<file path="config.mk">
export PLATFORM = sky130hd
export DESIGN_NAME = mux_arb_reg
export DESIGN_NICKNAME = d
export VERILOG_FILES = /design/src/rtl/calc_pkg.sv /design/src/rtl/rr_grant.sv /design/src/rtl/mux_arb_reg.sv
export SDC_FILE = /design/constraint.sdc
export NUM_CORES = 1
export LEC_CHECK = 0
export BUFFER_PORTS_ARGS = -buffer_cell sky130_fd_sc_hd__buf_2
export CORE_MARGIN = 2
export CORE_UTILIZATION = 50
export DETAILED_ROUTE_END_ITERATION = 7
export PLACE_DENSITY = 0.9
export SLEW_MARGIN = 20
export SYNTH_ARGS = -nofsm -noshare
export SYNTH_HDL_FRONTEND = slang
export SYNTH_HIERARCHICAL = 1
export SYNTH_SLANG_ARGS = --single-unit
</file>
<file path="constraint.sdc">
create_clock -name clk -period 3.39 [get_ports clk]
set_input_delay 0 -clock clk [delete_from_list [all_inputs] [get_ports clk]]
set_output_delay 0 -clock clk [all_outputs]
set_load 0.05 [all_outputs]
</file>
<file path="src/rtl/calc_pkg.sv">
// Shared constants for the calculator operand datapath.
// Selection modes, default geometry and counter width.
package calc_pkg;

  localparam logic MODE_FIXED = 1'b0;
  localparam logic MODE_RR    = 1'b1;

  localparam int DEF_WIDTH = 8;
  localparam int DEF_N_CH  = 4;

  localparam int CNT_W = 16;

endpackage

</file>
<file path="src/rtl/rr_grant.sv">
// Round-robin grant: first requester at or above ptr, wrapping.
// Doubled request vector turns the wrap into a linear scan.
module rr_grant #(
  parameter int N_CH  = 4,
  parameter int SEL_W = $clog2(N_CH)
) (
  input  logic [N_CH-1:0]  req,
  input  logic [SEL_W-1:0] ptr,
  output logic [N_CH-1:0]  grant,
  output logic [SEL_W-1:0] idx
);

  localparam int PW = $clog2(2 * N_CH);

  logic [2*N_CH-1:0] dbl;
  logic [PW-1:0]     pos;
  logic [PW-1:0]     hit;
  logic              found;

  assign dbl = {req, req};

  // scan N_CH slots upward from ptr, keep the first set one
  always_comb begin
    found = 1'b0;
    hit   = '0;
    pos   = '0;
    for (int j = 0; j < N_CH; j++) begin
      pos = PW'(ptr) + PW'(j);
      if (!found && dbl[pos]) begin
        found = 1'b1;
        if (pos >= PW'(N_CH))
          hit = pos - PW'(N_CH);
        else
          hit = pos;
      end
    end
    idx = SEL_W'(hit);
    if (found)
      grant = {{(N_CH-1){1'b0}}, 1'b1} << idx;
    else
      grant = '0;
  end

endmodule

</file>
<file path="src/rtl/mux_arb_reg.sv">
// N-channel operand selector: fixed or round-robin, one-entry out reg.
// MUX_ARB_CNT_EN adds a saturating accepted-transfer counter.
module mux_arb_reg
  import calc_pkg::*;
#(
  parameter int WIDTH = DEF_WIDTH,
  parameter int N_CH  = DEF_N_CH,
  parameter int SEL_W = $clog2(N_CH)
) (
  input  logic                  clk,
  input  logic                  rst_n,
  input  logic                  en,
  input  logic                  mode,
  input  logic [SEL_W-1:0]      sel,
  input  logic [N_CH*WIDTH-1:0] in_data,
  input  logic [N_CH-1:0]       in_valid,
  output logic [N_CH-1:0]       in_ready,
  output logic [WIDTH-1:0]      out_data,
  output logic [SEL_W-1:0]      out_ch,
  output logic                  out_valid,
`ifdef MUX_ARB_CNT_EN
  output logic [CNT_W-1:0]      out_count,
`endif
  input  logic                  out_ready
);

  logic [SEL_W-1:0] ptr;
  logic [N_CH-1:0]  rr_gnt;
  logic [SEL_W-1:0] rr_idx;
  logic [N_CH-1:0]  fx_gnt;
  logic [N_CH-1:0]  grant;
  logic [SEL_W-1:0] g_idx;
  logic [WIDTH-1:0] g_data;
  logic             space;
  logic             accept;

  rr_grant #(
    .N_CH  (N_CH),
    .SEL_W (SEL_W)
  ) u_rr (
    .req   (in_valid),
    .ptr   (ptr),
    .grant (rr_gnt),
    .idx   (rr_idx)
  );

  // out-of-range sel shifts the bit off the top: no grant
  assign fx_gnt = {{(N_CH-1){1'b0}}, 1'b1} << sel;

  assign grant = (mode == MODE_RR) ? rr_gnt : fx_gnt;
  assign g_idx = (mode == MODE_RR) ? rr_idx : sel;

  assign space    = ~out_valid | out_ready;
  assign in_ready = grant & {N_CH{space & en & rst_n}};
  assign accept   = |(in_valid & in_ready);

  // one-hot OR mux of the granted channel's data
  always_comb begin
    g_data = '0;
    for (int i = 0; i < N_CH; i++) begin
      if (grant[i])
        g_data = g_data | in_data[i*WIDTH +: WIDTH];
    end
  end

  // output stage: load on accept, clear on drain, hold on stall
  always_ff @(posedge clk or negedge rst_n) begin
    if (!rst_n) begin
      out_data  <= '0;
      out_ch    <= '0;
      out_valid <= 1'b0;
    end else if (accept) begin
      out_data  <= g_data;
      out_ch    <= g_idx;
      out_valid <= 1'b1;
    end else if (out_valid && out_ready) begin
      out_data  <= '0;
      out_ch    <= '0;
      out_valid <= 1'b0;
    end
  end

  // rr pointer moves past the winner only on a round-robin accept
  always_ff @(posedge clk or negedge rst_n) begin
    if (!rst_n) begin
      ptr <= '0;
    end else if (accept && mode == MODE_RR) begin
      if (rr_idx == SEL_W'(N_CH - 1))
        ptr <= '0;
      else
        ptr <= rr_idx + 1'b1;
    end
  end

`ifdef MUX_ARB_CNT_EN
  // saturating count of accepted transfers
  always_ff @(posedge clk or negedge rst_n) begin
    if (!rst_n)
      out_count <= '0;
    else if (accept && out_count != '1)
      out_count <= out_count + 1'b1;
  end
`endif

endmodule

</file>
==> summary.txt <==
Cells and area
  • ANT cells: 0
  • Share of cells above drive strength 1: 36.5%
  • Total Nets Final: 242
  • Leading cell types in the layout, fill and taps excluded: buf_2, o21ai_0, mux2i_1
  • Most common cell after layout, fill and taps aside: buf_2
  • Area Overhead vs Synth: 23.6%

Floorplan
  • Starting density of the core: 53.4%
  • # rows: 17
  • Die H: 53.1 µm
  • DIE AREA: 0.00282 mm²
  • Area of the core: 0.00225 mm²
  • Die width: 53.1 µm
  • I/O Pins: 58

Timing
  • Total Neg Setup Slack: 0 ns
  • Post-layout min period: 2.22 ns
  • Skew final: 0.00367 ns
  • Fmax achieved: 450 MHz
  • Slew headroom: 65.5%
  • Setup violators final: 0
  • RSZ-0062 raised after global routing: false
  • Final Hold Fails: 0
  • Final period util: 65.5%
  • Worst slew pin tran: 0.515 ns
  • Hold slack: 0.00698 ns
  • Max Slew Vio Count: 0
  • PnR worst setup slack: 1.17 ns

Global route
  • GRT Overall Usage: 24.7%
  • Initial antenna violation count: 0
  • Largest net degree at the start of global routing: 15
  • Overflow after GRT: 0
  • First-pass GRT wire length: 5.15 mm
  • Vias in the first global route: 1191

Setup path
  • CP Data Required Time: 3.39 ns
  • Most used cell, CP: nor2_1
  • CP peak stage delay: 0.51 ns
  • CP cell instances: and2b_2 -> o21bai_1 -> a21boi_0 -> and2_0 -> nor2_1 -> nor2_1 -> buf_2
  • Crit-path slowest cell: dfrtp_1
  • CP bufs+invs: 1
  • Top delay family on crit path: simple AND/OR/NAND/NOR gates
  • Worst Path Max Fanout: 13
  • Startpoint Class: flip-flop
  • WP data arrival: 2.22 ns
  • Crit path capture type: output pin
  • Worst Path Class, Setup: flip-flop to output pin

Clock tree
  • Clk_lat worst skew: 0.28 ns
  • Setup repair bufs after CTS: 0
  • Clk slew on worst S/H paths: 0.08 ns
  • CTS root buf: clkbuf_4
  • TritonCTS Buffers: 3
  • CTS H-tree lvls: 1
  • CTS tree: done
  • Clock Sinks: 13
  • Post-cts sizing count: 0
  • Clk buf depth: 2

Power and ir drop
  • Net Sw Frac: 51.3%
  • Clock share of power: 10.6%
  • Pwr Total: 899 µW
  • Gate power share: 59.6%
  • Total internal power: 438 µW
  • Worst vdd ir: 0.481 mV
  • PwrDens: 604 mW/mm²
  • Leakage power: 0.000791 µW
  • Flop pwr share: 29.8%
  • P_sw: 461 µW

Placement
  • Setup WS pre-CTS: 1.29 ns
  • GP Congestion: 0.853
  • Hpwl dp: 2.61 mm
  • Buffers on Ports: 57

Yosys
  • Number of enable flip-flop cells after synthesis: 0
  • Cells after Synth: 145
  • Post-synthesis async set-or-reset flop share: 100%
  • Post-Syn Area: 0.00120 mm²
  • Top_reg_cell synth: dfrtp_1
  • YS warnings: 6
  • Register area share after synthesis: 27.0%
  • Mapped Nets: 189
  • Synth Area per Inst: 8.30 µm²
  • Post-synth cell types: 34
  • Register bit total from synthesis: 13

Route
  • Vias: 1337
  • Routed WL per cell: 15.2 µm
  • Vias per cell: 5.94
  • Final wirelength: 3.41 mm
  • # DRC: 0
  • Initial DRC count: 71
  • Final ANT Viol Nets: 0
  • First drt pass iteration count: 4

Min path
  • Hold Path Class: primary input to flip-flop

Status
  • Outcome: finished, final reports clean

Run
  • Number of max-cap violations: 0
## per-layer routing
layer | vias up | part of all wire, % | GRT usage [%]
li1 | 630 | - | -
met4 | 0 | 1.0 | 11.1
met2 | 75 | 47 | 41.0
met3 | 8 | 10 | 3.67
met1 | 624 | 42 | 31.4
met5 | - | 0 | 0
## synthesized netlist by cell type (3+ instances only)
cell	number	area, µm²
nor2_1	13	48.8
a21oi_1	6	30.0
inv_1	12	45.0
and2_0	3	18.8
nand2_1	12	45.0
mux2i_1	14	140
clkbuf_2	3	15.0
buf_6	4	45.0
o21ai_0	26	130
o2111a_1	8	90.1
dfrtp_1	13	325
## cells by family (layout without fill, tap and decap cells)
| family | after synthesis | after routing | synth area share (%) |
|---|---|---|---|
| buffers and inverters | 22 | 74 | 9.77 |
| AND/OR/NAND/NOR | 39 | 39 | 16.9 |
| adder cells (fa/ha/maj) | 1 | 1 | 1.04 |
| multiplexers | 16 | 16 | 13.5 |
| AO/OA/AOI/OAI | 54 | 54 | 31.7 |
| flip-flops | 13 | 13 | 27.0 |
## timing repair
item,in CTS,in global routing
hold buffers,1,0
endpoints found under the setup margin,0,0
endpoints found under the hold margin,13,0
## power groups by stage
stage / registers [µW] / clock network, µW / logic, µW
2_1_floorplan: 418 / 0 / 259
3_3_place_gp: 265 / 0 / 508
3_5_place_dp: 270 / 0 / 528
4_1_cts: 267 / 96.7 / 531
5_1_grt: 279 / 102 / 578
6_report: 268 / 95.1 / 535
## final timing paths
path	endpoint	slack (ns)	from	depth (start not counted)
hold / removal	out_valid	0.007	out_ready	3
min in group asynchronous	out_data[2]	0.14	rst_n	2
setup / recovery	in_ready[2]	1.17	ptr[1]	7
setup reg to reg	out_ch[1]	1.25	ptr[1]	7
hold reg to reg	out_data[4]	0.53	out_data[4]	2
max in group asynchronous	out_data[5]	3.02	rst_n	2
## worst register-to-register path, delay by kind of cell (launching register included)
kind / cells / cell delay, ns
muxes: 1 / 0.26
AOI/OAI and AO/OA: 3 / 0.62
DFF: 1 / 0.56
and+or+nand+nor: 3 / 0.62
## per-stage QoR
stage	util [%]	area, µm²	cells
floorplan	-	1200	145
global placement	64.4	1450	220
detailed placement	64.4	1450	220
CTS	66.0	1490	225
global route	66.0	1490	225
finish	66.0	1490	225
## area by class of cell
type | instances | area (µm²)
Tap cell | 28 | 35.0
Inverter | 12 | 45.0
Fill cell | 189 | 767
Clock buffer | 4 | 26.3
Timing Repair Buffer | 58 | 295
Sequential cell | 13 | 325
Multi-Input combinational cell | 110 | 761
## state kept, by name, indices dropped and copies added (netlist names)
register	flops
out_data	8
out_ch	2
ptr	2
out_valid	1
(Power assumes the default switching activity.)
